### config.mk
export PLATFORM = sky130hd
export DESIGN_NAME = mul_reconstruct
export DESIGN_NICKNAME = d
export VERILOG_FILES = /design/src/rtl/mul_reconstruct.sv
export SDC_FILE = /design/constraint.sdc
export NUM_CORES = 1
export LEC_CHECK = 0
export ABC_AREA = 1
export ABC_CLOCK_PERIOD_IN_PS = 3700
export CAP_MARGIN = 10
export CORE_ASPECT_RATIO = 0.8
export CORE_UTILIZATION = 60
export CTS_BUF_LIST = sky130_fd_sc_hd__clkbuf_4
export CTS_CLUSTER_DIAMETER = 80
export CTS_CLUSTER_SIZE = 28
export DETAILED_ROUTE_END_ITERATION = 7
export PLACE_DENSITY = 0.84
export SLEW_MARGIN = 5
export SYNTH_ARGS = -nofsm -noshare
export SYNTH_HDL_FRONTEND = slang
export SYNTH_SLANG_ARGS = --single-unit
### constraint.sdc
create_clock -name clk -period 3.7 [get_ports clk]
set_clock_uncertainty 0.15 [all_clocks]
set_input_delay 0.555 -clock clk [delete_from_list [all_inputs] [get_ports clk]]
set_output_delay 0.555 -clock clk [all_outputs]
set_load 0.05 [all_outputs]
### src/rtl/mul_reconstruct.sv
// mul_reconstruct: rebuilds a dividend from a divider's quotient, divisor and remainder.
// The dividend is quotient * divisor + remainder, computed by radix-2 shift-add over N cycles.
// The remainder preloads the accumulator, so no separate final add is needed.
// rem_err and div_zero flag inconsistent operand sets. Both are judged on the captured
// operands, not on the live inputs.
module mul_reconstruct #(
   parameter int unsigned N = 16
) (
   input  logic             clk,
   input  logic             reset,
   input  logic             valid_input,
   input  logic [N-1:0]     quotient,
   input  logic [N-1:0]     divisor,
   input  logic [N-1:0]     remainder,
   output logic             busy,
   output logic             valid_output,
   output logic [2*N-1:0]   dividend_out,
   output logic             rem_err,
   output logic             div_zero
);

   localparam int unsigned   CW      = (N > 1) ? $clog2(N) : 1;
   localparam logic [CW-1:0] CntLast = CW'(N - 1);

   typedef enum logic [1:0] {StIdle, StRun, StDone} state_e;

   state_e            state_q, state_d;
   logic [N-1:0]      quo_q, quo_d;
   logic [N-1:0]      div_q, div_d;
   logic [N-1:0]      rem_q, rem_d;
   logic [CW-1:0]     cnt_q, cnt_d;
   logic [2*N-1:0]    acc_q, acc_d;
   logic [2*N-1:0]    dividend_q, dividend_d;
   logic              rem_err_q, rem_err_d;
   logic              div_zero_q, div_zero_d;
   logic              accept;
   logic [2*N-1:0]    addend;
   logic [2*N-1:0]    acc_sum;

   // Partial product for the current quotient bit, and the updated accumulator.
   always_comb begin
      addend  = quo_q[cnt_q] ? ({{N{1'b0}}, div_q} << cnt_q) : '0;
      acc_sum = acc_q + addend;
   end

   // Next-state logic. New operands are taken only from IDLE or DONE, so RUN is never disturbed.
   always_comb begin
      state_d    = state_q;
      quo_d      = quo_q;
      div_d      = div_q;
      rem_d      = rem_q;
      cnt_d      = cnt_q;
      acc_d      = acc_q;
      dividend_d = dividend_q;
      rem_err_d  = rem_err_q;
      div_zero_d = div_zero_q;
      accept     = 1'b0;

      case (state_q)
         StIdle: begin
            accept = valid_input;
         end
         StRun: begin
            acc_d = acc_sum;
            cnt_d = cnt_q + CW'(1);
            if (cnt_q == CntLast) begin
               state_d    = StDone;
               dividend_d = acc_sum;
               rem_err_d  = (rem_q >= div_q);
               div_zero_d = (div_q == '0);
            end
         end
         StDone: begin
            state_d = StIdle;
            accept  = valid_input;
         end
         default: begin
            state_d = StIdle;
         end
      endcase

      if (accept) begin
         state_d = StRun;
         quo_d   = quotient;
         div_d   = divisor;
         rem_d   = remainder;
         cnt_d   = '0;
         acc_d   = {{N{1'b0}}, remainder};
      end
   end

   // State and datapath registers.
   always_ff @(posedge clk or negedge reset) begin
      if (!reset) begin
         state_q    <= StIdle;
         quo_q      <= '0;
         div_q      <= '0;
         rem_q      <= '0;
         cnt_q      <= '0;
         acc_q      <= '0;
         dividend_q <= '0;
         rem_err_q  <= 1'b0;
         div_zero_q <= 1'b0;
      end else begin
         state_q    <= state_d;
         quo_q      <= quo_d;
         div_q      <= div_d;
         rem_q      <= rem_d;
         cnt_q      <= cnt_d;
         acc_q      <= acc_d;
         dividend_q <= dividend_d;
         rem_err_q  <= rem_err_d;
         div_zero_q <= div_zero_d;
      end
   end

   // Status outputs decode straight from the state. Results hold until the next completion.
   always_comb begin
      busy         = (state_q == StRun);
      valid_output = (state_q == StDone);
      dividend_out = dividend_q;
      rem_err      = rem_err_q;
      div_zero     = div_zero_q;
   end

endmodule

==> results of run 1 <==
==> critical path, stage by stage (launching register included) <==
cell and delay [ns]:
dfrtp_2 0.48, buf_12 0.18, nor2_1 0.11, nor2_1 0.04, o21ai_1 0.07, nand2_1 0.08, o21ai_2 0.17, inv_2 0.08
o21ai_4 0.09, nand2_4 0.17, nand2_1 0.12, inv_1 0.05, ha_1 0.36, nand2_1 0.17, nor2_4 0.18, and2_1 0.15
nand2_1 0.08, nand2_1 0.18, nand2_1 0.11, nand2_1 0.08, nand2_1 0.07, nand3_1 0.09, nand2_1 0.06
==> logic make-up (layout without fill, tap and decap cells) <==
group           after synthesis  after routing  synth area share
compound gates              134            134            0.0886
simple gates                799            799             0.375
flops                       120            120             0.351
buf+inv                     225            319             0.104
fa+ha+maj                    49             49            0.0726
xor+xnor                      7              7           0.00718
mux                           1              1           0.00117
==> sequential cells by signal (all words and copies together) (netlist names) <==
signal,count
acc_q,32
div_q,16
div_zero,1
cnt_q,4
rem_err,1
dividend_out,32
state_q,2
quo_q,16
rem_q,16
==> synthesized netlist by cell type, types with 2 or more instances <==
| cell type | instances | area, µm² |
|---|---|---|
| inv_1 | 178 | 668 |
| buf_6 | 5 | 56.3 |
| nor4_1 | 2 | 12.5 |
| buf_2 | 8 | 40.0 |
| nand2_2 | 2 | 12.5 |
| a31oi_1 | 11 | 68.8 |
| nand3b_1 | 6 | 45.0 |
| nand4_1 | 12 | 75.1 |
| nand2_1 | 598 | 2240 |
| a21oi_1 | 33 | 165 |
| ha_1 | 48 | 601 |
| inv_2 | 4 | 15.0 |
| clkbuf_1 | 19 | 71.3 |
| nor3_1 | 9 | 45.0 |
| o31ai_1 | 2 | 15.0 |
| o22ai_1 | 2 | 12.5 |
| buf_1 | 10 | 37.5 |
| o21ai_0 | 52 | 260 |
| o21bai_1 | 3 | 22.5 |
| nand3_1 | 83 | 415 |
| xor2_1 | 7 | 61.3 |
| nor2_1 | 84 | 315 |
| o21ai_1 | 23 | 115 |
| o21a_1 | 2 | 15.0 |
| dfrtp_1 | 120 | 3000 |
==> layout make-up <==
cell class | instances | area share
Timing Repair Buffer | 104 | 0.105
Multi-Input combinational cell | 990 | 0.469
Clock buffer | 18 | 0.0136
Tap cell | 180 | 0.0226
Inverter | 183 | 0.0690
Clock inverter | 14 | 0.0197
Sequential cell | 120 | 0.302
==> path summary, 6_finish.rpt <==
kind / end / from
min reg2reg: dividend_out[29]$_DFFE_PN0P_ / dividend_out[29]$_DFFE_PN0P_
min: quo_q[4]$_DFFE_PN0P_ / reset
max reg2reg: acc_q[30]$_DFFE_PN0P_ / cnt_q[0]$_DFFE_PN0P_
min in group clk: dividend_out[29]$_DFFE_PN0P_ / dividend_out[29]$_DFFE_PN0P_
max: acc_q[30]$_DFFE_PN0P_ / cnt_q[0]$_DFFE_PN0P_
max in group asynchronous: acc_q[7]$_DFFE_PN0P_ / reset
==> stage by stage <==
step,std cells,worst slack (ns),hold WS [ns]
2_1_floorplan,1335,0.887,0.109
3_3_place_gp,1576,0.303,0.313
3_5_place_dp,1576,0.243,0.315
4_1_cts,1609,0.221,0.314
5_1_grt,1609,0.0194,0.332
6_report,1609,0.294,0.312
==> what timing repair did <==
| action | in CTS | in global routing |
|---|---|---|
| hold buffers | 1 | 0 |
| endpoints found under the hold margin | 32 | 0 |
| gates resized for setup | 0 | 6 |
| setup endpoints to repair | 0 | 12 |
==> routing by layer <==
layer / wire [µm] / up-vias / global-route usage
met4: 670 / 0 / 0.141
met1: 11200 / 4092 / 0.491
met5: 0 / - / 0
met2: 11300 / 398 / 0.585
li1: - / 4342 / -
met3: 2000 / 67 / 0.0707
==> metrics.yaml, run 1 <==
critical_path:
  required_ns: 4.03
  worstPathArrival_ns: 3.74
  crit_path_max_fanout: 39
  path_class: "register to register"
  rr_worst_depth: 22
  cp-end-kind: "register"
  worst_setup_path_start_kind: "register"
  ff2ff_setup_slack_ns: 0.29
drt:
  route.vias.total: 8899
  vias_per_cell: 5.53
  drc_errors: 0
  wl_per_cell_um: 15.7
  ant_nets: 0
  first_iter_violations: 912
  drt_wl_total_mm: 25.2
  drtPass1Iterations: 8
timing:
  clock.fmax_mhz: 294
  min_period_ns: 3.41
  finalSetupViolCount: 0
  final_hold_viol_count: 0
  slew_violations: 0
  max_slew_margin: 0.426
  rsz0062_at_grt: "false"
  finalCritPeriodShare: 0.921
  setup_tns_ns: 0
  tightest_slew_ns: 0.856
clock_tree:
  cts_made_buffers: 17
  htree_levels: 4
  clock_path_buffers: 2
  clk_pin_slew_ns: 0.13
  tritoncts: "done"
  root_buffer: "clkbuf_4"
  cts_setup_buffers: 0
  insertion_delay_ns: 0.58
  cts.sinks: 120
placement:
  io_buffers: 86
  place_area_um2: 9600
  place.gp.congestion: 0.932
  hpwl_mm: 18.9
yosys:
  ys_types: 37
  synthesis.area_um2: 8540
  synth_top_flop_cell: "dfrtp_1"
  syn_area_per_cell_um2: 6.40
  syn_nets: 1435
  ys_ff_latch: 120
  async_flop_share: 1.00
  synth_edf_count: 0
  seq_area_frac_synth: 0.351
  synth_warnings: 0
  syn_inst: 1335
floorplan:
  dieArea_um2: 14700
  core_area_um2: 13700
  placementRows: 38
  start_util: 0.622
  die_x_um: 135
  die_h_um: 109
  pin_count: 87
layout:
  design_area_um2: 9960
  multi_input_area_um2: 4670
  drive_gt1_frac: 0.0462
  fill_cells: 1188
  final_common_cell: "nand2_1"
  nNetsFinal: 1516
  seq_area_um2: 3000
  final_cell_mix: "598 x nand2_1, 177 x inv_1, 119 x dfrtp_1"
  diodes: 0
  fin_util: 0.725
  areaGrowthSynthToFinish_pct: 16.6
outcome:
  run_status: "complete, no violations"
grt:
  grt_pass1_wl_mm: 41.3
  grt_pass1_vias: 8365
  antenna_found_initial: 0
  overflow: 0
  track_usage: 0.366
  grt_start_max_net_pins: 53
min_path:
  hold_class: "input port to asynchronous set/reset pin"
job:
  drv_cap: 0
Power of run 1 is not shown: default switching activity piles up to over one toggle a cycle in this logic, so the estimate is an artifact.
==> run 2, diff against run 1 <==
HOLD_SLACK_MARGIN = 0.02   (was unset)
==> results of run 2 <==
No change in the layout: final DEF, timing and power equal those of run 1.
Power of run 2 is left out for the same reason.
